===== src/rtl/stream_out_pkg.sv =====
// Shared types for the CPU output stream block.
// Tags, register offsets and STATUS layout.
package stream_out_pkg;

  typedef enum logic [2:0] {
    TAG_BYTE   = 3'd0,
    TAG_ELEM   = 3'd1,
    TAG_ENDROW = 3'd2,
    TAG_ENDMAT = 3'd3,
    TAG_POS    = 3'd4
  } tag_e;

  typedef struct packed {
    tag_e        tag;
    logic [31:0] data;
  } ev_t;

  localparam int EV_W = $bits(ev_t);

  localparam logic [4:0] OFF_BYTE   = 5'h00;
  localparam logic [4:0] OFF_ELEM   = 5'h04;
  localparam logic [4:0] OFF_ENDROW = 5'h08;
  localparam logic [4:0] OFF_ENDMAT = 5'h0C;
  localparam logic [4:0] OFF_POS    = 5'h10;
  localparam logic [4:0] OFF_STATUS = 5'h14;

  localparam int ST_FULL  = 9;
  localparam int ST_EMPTY = 8;

  // Level is at most 256 entries; clamp into the 8-bit field
  function automatic logic [31:0] mk_status(
    input logic       full,
    input logic       empty,
    input logic [8:0] level
  );
    logic [31:0] s;
    s = '0;
    s[ST_FULL]  = full;
    s[ST_EMPTY] = empty;
    s[7:0]      = level[8] ? 8'hFF : level[7:0];
    return s;
  endfunction

endpackage


===== src/rtl/stream_out_mmio_if.sv =====
// Bus and output-stream bundle for stream_out_mmio.
// slave = the block itself, master = CPU/host side.
interface stream_out_mmio_if;

  logic        mem_valid;
  logic [31:0] mem_addr;
  logic [31:0] mem_wdata;
  logic [3:0]  mem_wstrb;
  logic        mem_ready;
  logic [31:0] mem_rdata;

  logic        out_ready;
  logic        out_byte_en;
  logic [7:0]  out_byte;
  logic        out_matrix_en;
  logic [31:0] out_matrix;
  logic        out_matrix_end_row;
  logic        out_matrix_end;
  logic        out_matrix_position_en;
  logic [7:0]  out_matrix_position;

  modport slave (
    input  mem_valid,
    input  mem_addr,
    input  mem_wdata,
    input  mem_wstrb,
    output mem_ready,
    output mem_rdata,
    input  out_ready,
    output out_byte_en,
    output out_byte,
    output out_matrix_en,
    output out_matrix,
    output out_matrix_end_row,
    output out_matrix_end,
    output out_matrix_position_en,
    output out_matrix_position
  );

  modport master (
    output mem_valid,
    output mem_addr,
    output mem_wdata,
    output mem_wstrb,
    input  mem_ready,
    input  mem_rdata,
    output out_ready,
    input  out_byte_en,
    input  out_byte,
    input  out_matrix_en,
    input  out_matrix,
    input  out_matrix_end_row,
    input  out_matrix_end,
    input  out_matrix_position_en,
    input  out_matrix_position
  );

endinterface


===== src/rtl/stream_sync_fifo.sv =====
// Synchronous FIFO with level count.
// DEPTH must be a power of two so pointers wrap for free.
module stream_sync_fifo #(
  parameter int WIDTH = 35,
  parameter int DEPTH = 16
) (
  input  logic                   clk,
  input  logic                   resetn,
  input  logic                   i_push,
  input  logic [WIDTH-1:0]       i_wdata,
  input  logic                   i_pop,
  output logic [WIDTH-1:0]       o_rdata,
  output logic                   o_full,
  output logic                   o_empty,
  output logic [$clog2(DEPTH):0] o_level
);

  localparam int AW = $clog2(DEPTH);

  logic [WIDTH-1:0] r_mem [DEPTH];
  logic [AW-1:0]    r_wptr;
  logic [AW-1:0]    r_rptr;
  logic [AW:0]      r_level;
  logic             w_push;
  logic             w_pop;

  assign o_full  = (r_level == (AW+1)'(DEPTH));
  assign o_empty = (r_level == '0);
  assign o_level = r_level;
  assign o_rdata = r_mem[r_rptr];

  assign w_push = i_push && !o_full;
  assign w_pop  = i_pop && !o_empty;

  always_ff @(posedge clk) begin
    if (!resetn) begin
      r_wptr  <= '0;
      r_rptr  <= '0;
      r_level <= '0;
    end else begin
      if (w_push) r_wptr <= r_wptr + AW'(1);
      if (w_pop)  r_rptr <= r_rptr + AW'(1);
      unique case ({w_push, w_pop})
        2'b10:   r_level <= r_level + (AW+1)'(1);
        2'b01:   r_level <= r_level - (AW+1)'(1);
        default: r_level <= r_level;
      endcase
    end
  end

  always_ff @(posedge clk) begin
    if (w_push) r_mem[r_wptr] <= i_wdata;
  end

endmodule


===== src/rtl/stream_out_mmio.sv =====
// PicoRV32 MMIO window feeding a tagged event FIFO that drains
// one event per cycle as single-cycle output pulses.
module stream_out_mmio
  import stream_out_pkg::*;
#(
  parameter logic [31:0] BASE_ADDR  = 32'h1000_0000,
  parameter int          FIFO_DEPTH = 16
) (
  input  logic              clk,
  input  logic              resetn,
  stream_out_mmio_if.slave  bus
);

  localparam int LW = $clog2(FIFO_DEPTH) + 1;

  logic          w_hit;
  logic [4:0]    w_off;
  logic          w_wr;
  logic          w_tagged;
  ev_t           w_ev;
  logic          w_accept;
  logic          w_push;
  logic          w_pop;
  logic          w_full;
  logic          w_empty;
  logic [LW-1:0] w_level;
  logic [8:0]    w_lvl9;
  logic [31:0]   w_status;
  ev_t           w_head;

  logic          r_ready;
  logic [31:0]   r_rdata;
  logic          r_byte_en;
  logic [7:0]    r_byte;
  logic          r_mat_en;
  logic [31:0]   r_mat;
  logic          r_end_row;
  logic          r_end;
  logic          r_pos_en;
  logic [7:0]    r_pos;

  assign w_hit = bus.mem_valid &&
                 (bus.mem_addr[31:5] == BASE_ADDR[31:5]);
  assign w_off = bus.mem_addr[4:0];
  assign w_wr  = |bus.mem_wstrb;

  always_comb begin
    w_tagged    = 1'b1;
    w_ev.tag    = TAG_BYTE;
    w_ev.data   = '0;
    unique case (w_off)
      OFF_BYTE: begin
        w_ev.data = {24'b0, bus.mem_wdata[7:0]};
      end
      OFF_ELEM: begin
        w_ev.tag  = TAG_ELEM;
        w_ev.data = bus.mem_wdata;
      end
      OFF_ENDROW: w_ev.tag = TAG_ENDROW;
      OFF_ENDMAT: w_ev.tag = TAG_ENDMAT;
      OFF_POS: begin
        w_ev.tag  = TAG_POS;
        w_ev.data = {24'b0, bus.mem_wdata[7:0]};
      end
      default: w_tagged = 1'b0;
    endcase
  end

  // r_ready guard keeps a held request from being taken twice
  assign w_accept = w_hit && !r_ready &&
                    !(w_wr && w_tagged && w_full);
  assign w_push   = w_accept && w_wr && w_tagged;
  assign w_pop    = !w_empty && bus.out_ready;

  assign w_lvl9   = 9'(w_level);
  assign w_status = mk_status(w_full, w_empty, w_lvl9);

  stream_sync_fifo #(
    .WIDTH (EV_W),
    .DEPTH (FIFO_DEPTH)
  ) u_fifo (
    .clk     (clk),
    .resetn  (resetn),
    .i_push  (w_push),
    .i_wdata (w_ev),
    .i_pop   (w_pop),
    .o_rdata (w_head),
    .o_full  (w_full),
    .o_empty (w_empty),
    .o_level (w_level)
  );

  always_ff @(posedge clk) begin
    if (!resetn) begin
      r_ready <= 1'b0;
      r_rdata <= '0;
    end else begin
      r_ready <= w_accept;
      if (w_accept && !w_wr && w_off == OFF_STATUS)
        r_rdata <= w_status;
      else
        r_rdata <= '0;
    end
  end

  always_ff @(posedge clk) begin
    if (!resetn) begin
      r_byte_en <= 1'b0;
      r_byte    <= '0;
      r_mat_en  <= 1'b0;
      r_mat     <= '0;
      r_end_row <= 1'b0;
      r_end     <= 1'b0;
      r_pos_en  <= 1'b0;
      r_pos     <= '0;
    end else begin
      r_byte_en <= 1'b0;
      r_byte    <= '0;
      r_mat_en  <= 1'b0;
      r_mat     <= '0;
      r_end_row <= 1'b0;
      r_end     <= 1'b0;
      r_pos_en  <= 1'b0;
      r_pos     <= '0;
      if (w_pop) begin
        unique case (w_head.tag)
          TAG_BYTE: begin
            r_byte_en <= 1'b1;
            r_byte    <= w_head.data[7:0];
          end
          TAG_ELEM: begin
            r_mat_en <= 1'b1;
            r_mat    <= w_head.data;
          end
          TAG_ENDROW: r_end_row <= 1'b1;
          TAG_ENDMAT: r_end     <= 1'b1;
          TAG_POS: begin
            r_pos_en <= 1'b1;
            r_pos    <= w_head.data[7:0];
          end
          default: ;
        endcase
      end
    end
  end

  assign bus.mem_ready              = r_ready;
  assign bus.mem_rdata              = r_rdata;
  assign bus.out_byte_en            = r_byte_en;
  assign bus.out_byte               = r_byte;
  assign bus.out_matrix_en          = r_mat_en;
  assign bus.out_matrix             = r_mat;
  assign bus.out_matrix_end_row     = r_end_row;
  assign bus.out_matrix_end         = r_end;
  assign bus.out_matrix_position_en = r_pos_en;
  assign bus.out_matrix_position    = r_pos;

endmodule

===== src/flat_wrapper.sv =====
// flat-port wrapper written by rule: the top's interface ports become plain ports
module stream_out_mmio_flat import stream_out_pkg::*;
#(
  parameter logic [31:0] BASE_ADDR  = 32'h1000_0000,
  parameter int          FIFO_DEPTH = 16
)
  (clk, resetn, bus_mem_valid, bus_mem_addr, bus_mem_wdata, bus_mem_wstrb, bus_mem_ready, bus_mem_rdata, bus_out_ready, bus_out_byte_en, bus_out_byte, bus_out_matrix_en, bus_out_matrix, bus_out_matrix_end_row, bus_out_matrix_end, bus_out_matrix_position_en, bus_out_matrix_position);
  stream_out_mmio_if bus_i ();
  input  logic clk;
  input  logic resetn;
  input wire logic [$bits(bus_i.mem_valid)-1:0] bus_mem_valid;
  input wire logic [$bits(bus_i.mem_addr)-1:0] bus_mem_addr;
  input wire logic [$bits(bus_i.mem_wdata)-1:0] bus_mem_wdata;
  input wire logic [$bits(bus_i.mem_wstrb)-1:0] bus_mem_wstrb;
  output wire logic [$bits(bus_i.mem_ready)-1:0] bus_mem_ready;
  output wire logic [$bits(bus_i.mem_rdata)-1:0] bus_mem_rdata;
  input wire logic [$bits(bus_i.out_ready)-1:0] bus_out_ready;
  output wire logic [$bits(bus_i.out_byte_en)-1:0] bus_out_byte_en;
  output wire logic [$bits(bus_i.out_byte)-1:0] bus_out_byte;
  output wire logic [$bits(bus_i.out_matrix_en)-1:0] bus_out_matrix_en;
  output wire logic [$bits(bus_i.out_matrix)-1:0] bus_out_matrix;
  output wire logic [$bits(bus_i.out_matrix_end_row)-1:0] bus_out_matrix_end_row;
  output wire logic [$bits(bus_i.out_matrix_end)-1:0] bus_out_matrix_end;
  output wire logic [$bits(bus_i.out_matrix_position_en)-1:0] bus_out_matrix_position_en;
  output wire logic [$bits(bus_i.out_matrix_position)-1:0] bus_out_matrix_position;
  assign bus_i.mem_valid = bus_mem_valid;
  assign bus_i.mem_addr = bus_mem_addr;
  assign bus_i.mem_wdata = bus_mem_wdata;
  assign bus_i.mem_wstrb = bus_mem_wstrb;
  assign bus_mem_ready = bus_i.mem_ready;
  assign bus_mem_rdata = bus_i.mem_rdata;
  assign bus_i.out_ready = bus_out_ready;
  assign bus_out_byte_en = bus_i.out_byte_en;
  assign bus_out_byte = bus_i.out_byte;
  assign bus_out_matrix_en = bus_i.out_matrix_en;
  assign bus_out_matrix = bus_i.out_matrix;
  assign bus_out_matrix_end_row = bus_i.out_matrix_end_row;
  assign bus_out_matrix_end = bus_i.out_matrix_end;
  assign bus_out_matrix_position_en = bus_i.out_matrix_position_en;
  assign bus_out_matrix_position = bus_i.out_matrix_position;
  stream_out_mmio #(.BASE_ADDR(BASE_ADDR), .FIFO_DEPTH(FIFO_DEPTH)) u_core (.clk(clk), .resetn(resetn), .bus(bus_i));
endmodule

===== config.mk =====
export PLATFORM = sky130hd
export DESIGN_NAME = stream_out_mmio_flat
export DESIGN_NICKNAME = d
export VERILOG_FILES = /design/src/rtl/stream_out_pkg.sv /design/src/rtl/stream_out_mmio_if.sv /design/src/rtl/stream_sync_fifo.sv /design/src/rtl/stream_out_mmio.sv /design/src/flat_wrapper.sv
export SDC_FILE = /design/constraint.sdc
export NUM_CORES = 1
export LEC_CHECK = 0
export CAP_MARGIN = 10
export CORE_ASPECT_RATIO = 1.75
export CORE_MARGIN = 4
export CORE_UTILIZATION = 25
export DETAILED_ROUTE_END_ITERATION = 6
export PLACE_DENSITY = 0.44
export SYNTH_ARGS = -nofsm -noshare
export SYNTH_HDL_FRONTEND = slang
export SYNTH_SLANG_ARGS = --single-unit

===== constraint.sdc =====
create_clock -name clk -period 6.52 [get_ports clk]
set_input_delay 1.956 -clock clk [delete_from_list [all_inputs] [get_ports clk]]
set_output_delay 1.956 -clock clk [all_outputs]
set_load 0.1 [all_outputs]

After elaboration in Yosys (flattened, before gate mapping) --
Memories as Yosys holds them, arrays and structs flattened. A register that Yosys moved wholly into a read port is not among the register bits. Index checks and enable logic that the tools add are counted. Widths: inputs -> output; s select.
Cells by class: add/subtract/negate cells 4, eq/ne operators 13, multiplexer cells 13, reductions and logical operators 29
Operators by type and width (number):
- $pmux 32 s2 | 1
- $eq 27x24->1 const B | 1
- $eq 5x5->1 const B | 3
- $logic_and 1x1->1 | 12
- $pmux 3 s4 | 1
- $eq 5x4->1 const B | 2
- $logic_not 5->1 | 2
- $pmux 5 s2 | 1
- $reduce_and 3->1 | 3
- $add 4x1->4 const B | 2
- $mux 1 | 8
- $mux 4 | 2
- $eq 3x2->1 const B | 2
- $add 5x1->5 const B | 1
- $eq 5x3->1 const B | 1
- $logic_not 1->1 | 5
- $reduce_or 5->1 | 1
- $sub 5x1->5 const B | 1
- $reduce_and 2->1 | 2
- $reduce_or 4->1 | 1
- $eq 3x1->1 const B | 1
- $eq 3x3->1 const B | 1
- $logic_not 3->1 | 1
- $eq 2x1->1 const B | 1
- other kinds (3) | 3
Storage, ports and cells: bits in registers 99, bits in writable memories 560, bits of input ports 72, output and inout port bits 86, word-level logic and storage cells 74, memories kept 1
Memories:
- u_core.u_fifo.r_mem | depth 16, width 35, read ports 1, clocked after Yosys merged registers in 1, write ports 1, RTL line stream_sync_fifo.sv:20 | logic [WIDTH-1:0] r_mem [DEPTH];

Logic depth before layout (Yosys ltp) --
word-level depth 12, depth in mapped cells 14

Hierarchy --
From an unflattened synthesis, not the netlist that was laid out.
Second synthesis, totals: cells, all modules 1207, area total of the unflattened synthesis 24197.0 µm²
By module, submodules not included:
- stream_sync_fifo | instances 1, cells each 984, area each 21889.7 µm², seq. area each 17156.5 µm²
- stream_out_mmio | instances 1, cells each 223, area each 2307.2 µm², seq. area each 1221.2 µm²

Least setup slack after synthesis --
Ideal clock, no wire load.
kind input to register, from input port bus_mem_addr[25], to memory u_core.u_fifo.r_mem[3][0], enable pin, setup time 0.471 ns, arrival time 5.699 ns, required time 6.049 ns, slack 0.350 ns, stages on the path 5, buffers on the path 0, path through nor4b_1 -> nand4_1 -> nor4b_2 -> nand2_1 -> nor3_1
Between the ends: cells in the longest elaborated chain, start to end 9
Ends and longest elaborated chain:
- start, declared | RTL line flat_wrapper.sv:12 | input wire logic [$bits(bus_i.mem_addr)-1:0] bus_mem_addr;
- $eq 27x24->1 | RTL line stream_out_mmio.sv:43 | (bus.mem_addr[31:5] == BASE_ADDR[31:5]);
- $logic_and 1x1->1 | RTL line stream_out_mmio.sv:42 | assign w_hit = bus.mem_valid &&
- $logic_and 1x1->1 (2 in a row) | RTL line stream_out_mmio.sv:70 | assign w_accept = w_hit && !r_ready &&
- $logic_and 1x1->1 (2 in a row) | RTL line stream_out_mmio.sv:72 | assign w_push = w_accept && w_wr && w_tagged;
- $logic_and 1x1->1 | RTL line stream_sync_fifo.sv:32 | assign w_push = i_push && !o_full;
- $mux 1 | RTL line stream_sync_fifo.sv:52 | if (w_push) r_mem[r_wptr] <= i_wdata;
- $mux 1 (implied by the code) | RTL line stream_sync_fifo.sv:52
- end, declared | RTL line stream_sync_fifo.sv:20
No other way between the ends.

Final worst setup path --
from input port bus_mem_addr[27], to register u_core.u_fifo.r_level[4], in the netlist u_core.u_fifo.o_level[4]
Between the ends: cells in the longest elaborated chain, start to end 9
Ends and longest elaborated chain:
- $eq 27x24->1 * | RTL line stream_out_mmio.sv:43
- $logic_and 1x1->1 * | RTL line stream_out_mmio.sv:42
- $logic_and 1x1->1 * (2 in a row) | RTL line stream_out_mmio.sv:70
- $logic_and 1x1->1 * (2 in a row) | RTL line stream_out_mmio.sv:72
- $logic_and 1x1->1 * | RTL line stream_sync_fifo.sv:32
- $eq 2x1->1 or $eq 2x2->1 (tied branches) | RTL line stream_sync_fifo.sv:43 | unique case ({w_push, w_pop})
- $pmux 5 s2 or $reduce_bool 2->1 (tied branches)
- end signal, assigned | RTL line stream_sync_fifo.sv:44 | 2'b10: r_level <= r_level + (AW+1)'(1);
- end signal, assigned | RTL line stream_sync_fifo.sv:45 | 2'b01: r_level <= r_level - (AW+1)'(1);
- end signal, assigned | RTL line stream_sync_fifo.sv:46 | default: r_level <= r_level;
- end, declared | RTL line stream_sync_fifo.sv:23 | logic [AW:0] r_level;
Every way passes the cells marked *; elsewhere a longest branch is shown, timed or not. A chain may end at the register's enable or synchronous reset.

==> summary.md <==
| Metric | Value |
|---|---|
| Final core occ | `0.303` |
| Syn Area/Cell | `20.6 sq um` |
| EDFF count, synth | `560` |
| Ys flop type | `edfxtp_1` |
| # port buffers | `132` |
| Starting DRT DRC Count | `745` |
| Clock Pin Slew Worst Setup and Hold Paths | `60 ps` |
| Max clock buf depth | `3` |
| Power Dens Cells | `277 nW/um^2` |
| Footprint of the multi-input gates | `5400 sq um` |
| Lkg Pwr | `7.73 nW` |
| Warnings from Yosys | `0` |
| Max Freq | `225 MHz` |
| Most common cell after layout, fill and taps aside | `edfxtp_1` |
| CTS tree | `done` |
| Clock root cell | `clkbuf_16` |
| Measured slew at the worst slew-check pin | `1230 ps` |
| Worst VDD drop | `0.230 mV` |
| CTS buffer count | `58` |
| Global routing's busiest layer | `met2` |
| DRC viols | `0` |
| Remaining antenna violation count | `0` |
| Min Tclk post-route | `4450 ps` |
| Max FO, Critical Path | `9` |
| Max_cap viols | `0` |
| Area growth from synthesis to layout | `20.3%` |
| Setup TNS | `0 ps` |
| Gr ovfl total | `0` |
| Synth unique cells | `50` |
| Buffer count from post-CTS setup fixing | `0` |
| Initial core utilization | `0.252` |
| CP arrival | `5000 ps` |
| Pre-antenna DRT Iters | `4` |
| CP endpoint kind | `flip-flop` |
| Final period util | `0.682` |
| I/O pins | `158` |
| Register bit total from synthesis | `638` |
| Clock Latency Late Sink | `630 ps` |
| Via Count | `11700` |
| PostCTS Resize Cnt | `0` |
| Fraction of layout cells with a size suffix above 1 | `0.227` |
| Hold buffers post-CTS | `0` |
| Met2 Usage GRT | `0.225` |
| Ys async rst share | `0` |
| GRT Util Overall | `0.122` |
| Fillers | `9222` |
| Synth Cell Area | `24100 sq um` |
| Number of global-route vias before repair | `12900` |
| Register area | `18400 sq um` |
| Final wirelength | `62600 um` |
| Most frequent cells in the layout | `edfxtp_1 (560), mux4_2 (141), clkdlybuf4s50_1 (132), dfxtp_1 (76), clkbuf_16 (61)` |
| Clock Sinks | `638` |
| # rows | `150` |
| RSZ-0062 raised after global routing | `no` |
| Wirelength per Cell | `24.0 um` |
| First-pass GRT wire length | `90800 um` |
| Area of the core | `95500 sq um` |
| Htree depth | `2` |
| Met3 usage | `0.0168` |
| Die area | `101000 sq um` |
| DPL Wire Length | `35600 um` |
| Worst hold path type | `flip-flop to flip-flop` |
| Max-Slew Margin vs Limit | `0.181` |
| Vias per inst | `4.48` |
| Final hold violations | `0` |
| Clock skew | `20.7 ps` |
| GR Layer Usage met1 | `0.147` |
| Routability cong. | `0.718` |
| CP required | `7070 ps` |
| Die Width | `242 um` |
| Die H | `418 um` |
| Status | `finished clean` |
| Final slew viol count | `0` |
| Startpoint types | `input port` |
| Sequential element share of the synthesized area | `0.764` |
| Synth Instances | `1169` |
| # setup viols final | `0` |
| Net count reported at finish | `1415` |
| Setup Crit Path Kind | `input port to flip-flop` |
| Initial antenna violation count | `2` |
| Largest net degree at the start of global routing | `65` |
## report_power, final
group | leakage, nW | internal [mW] | switching (mW) | total [mW]
clock network | 0.945 | 1.95 | 1.54 | 3.49
registers | 4.66 | 4.39 | 0.000000000349 | 4.39
logic | 2.12 | 0.0417 | 0.0929 | 0.135
## area by class of cell
type                    instances  share of cell area
flip-flops and latches        638               0.635
diodes                          2            0.000173
inverters                       9             0.00117
clock buffers                  81              0.0578
repair buffers                166              0.0575
multi-input cells             461               0.187
well taps                    1216              0.0526
clock inverters                29             0.00908
## logic make-up (layout without fill, tap and decap cells)
logic type | count (synthesis) | count (layout) | synth area share
adders and majority gates | 9 | 9 | 0.00468
buffers and inverters | 94 | 285 | 0.0227
AOI/OAI and AO/OA | 108 | 108 | 0.0345
other | 1 | 27 | 0.000156
muxes | 146 | 146 | 0.134
and+or+nand+nor | 165 | 165 | 0.0369
xor gates and xnor gates | 8 | 8 | 0.00291
DFF | 638 | 638 | 0.764
## layer usage
metal	part of all wire	vias to the layer above
li1	-	5038
met1	0.41	6255
met2	0.53	287
met3	0.036	74
met4	0.025	0
met5	0	-
## flip-flops by register name, indices dropped and copies added, names as in the netlist, named ones only
| register | count |
|---|---|
| u_core.u_fifo.r_rptr | 4 |
| u_core.u_fifo.r_mem | 560 |
| u_core.bus.out_byte_en | 1 |
| u_core.bus.out_matrix | 32 |
| u_core.bus.out_matrix_position | 8 |
| u_core.bus.out_matrix_end_row | 1 |
| u_core.bus.mem_ready | 1 |
| u_core.bus.out_byte | 8 |
| u_core.u_fifo.r_wptr | 4 |
| u_core.bus.mem_rdata | 7 |
| u_core.bus.out_matrix_position_en | 1 |
| u_core.bus.out_matrix_end | 1 |
| u_core.u_fifo.o_level | 5 |
| u_core.bus.out_matrix_en | 1 |
## critical path, stage by stage
cell,delay [ps]
clkdlybuf4s50_1,410
nor4b_1,290
nand4_1,190
nor4b_2,280
buf_4,210
inv_1,70
ha_1,310
xor2_1,180
ha_1,230
inv_1,60
o21ai_0,70
a21o_1,190
a221oi_1,330
mux2i_1,210
## metrics by stage
stage	power [mW]	hold slack [ps]	std cells	worst slack (ps)	cell area, sq um
global placement	4.61	499	2490	1420	27000
floorplan	4.57	469	1193	350	24100
CTS	8.14	514	2600	2070	28900
global route	8.29	550	2601	1790	28900
finish	8.02	513	2602	2070	28900
detailed placement	4.61	500	2490	1390	27000
## path summary, 6_finish.rpt
check	from	end	cells after the start	slack, ps
worst max-delay path	bus_mem_addr[27]	u_core.u_fifo.o_level[4]	14	2070
worst min register to register	u_core.u_fifo.o_level[4]	u_core.u_fifo.o_level[4]	2	510
worst max register to register	flip-flop	u_core.bus.out_matrix[25]	5	3020
worst min-delay path	u_core.u_fifo.o_level[4]	u_core.u_fifo.o_level[4]	2	510
## synth_stat cells (2+ instances only)
cell,instances,share of area
nand2_1,16,0.0025
nor2_1,57,0.0089
dfxtp_1,78,0.065
inv_1,7,0.0011
a21o_1,3,0.00094
xor2_1,6,0.0022
o21ai_0,4,0.00083
a2111oi_0,2,0.00073
and2_1,39,0.010
ha_1,9,0.0047
buf_4,30,0.0094
a21oi_1,7,0.0015
buf_6,2,0.00094
inv_2,2,0.00031
and3_1,3,0.00078
nand3_1,5,0.0010
a21oi_2,20,0.0073
nand2b_1,13,0.0034
edfxtp_1,560,0.70
nand4_1,3,0.00078
a221oi_1,9,0.0033
clkbuf_1,31,0.0048
xnor2_1,2,0.00073
a22o_1,8,0.0029
buf_2,18,0.0037
nor3_1,5,0.0010
nor2b_1,5,0.0013
mux4_2,141,0.13
mux2i_1,5,0.0021
nor4b_1,3,0.0011
buf_12,2,0.0017
a22oi_1,51,0.016
nor4_1,6,0.0016
No activity file was read; power rests on OpenSTA's default activity.
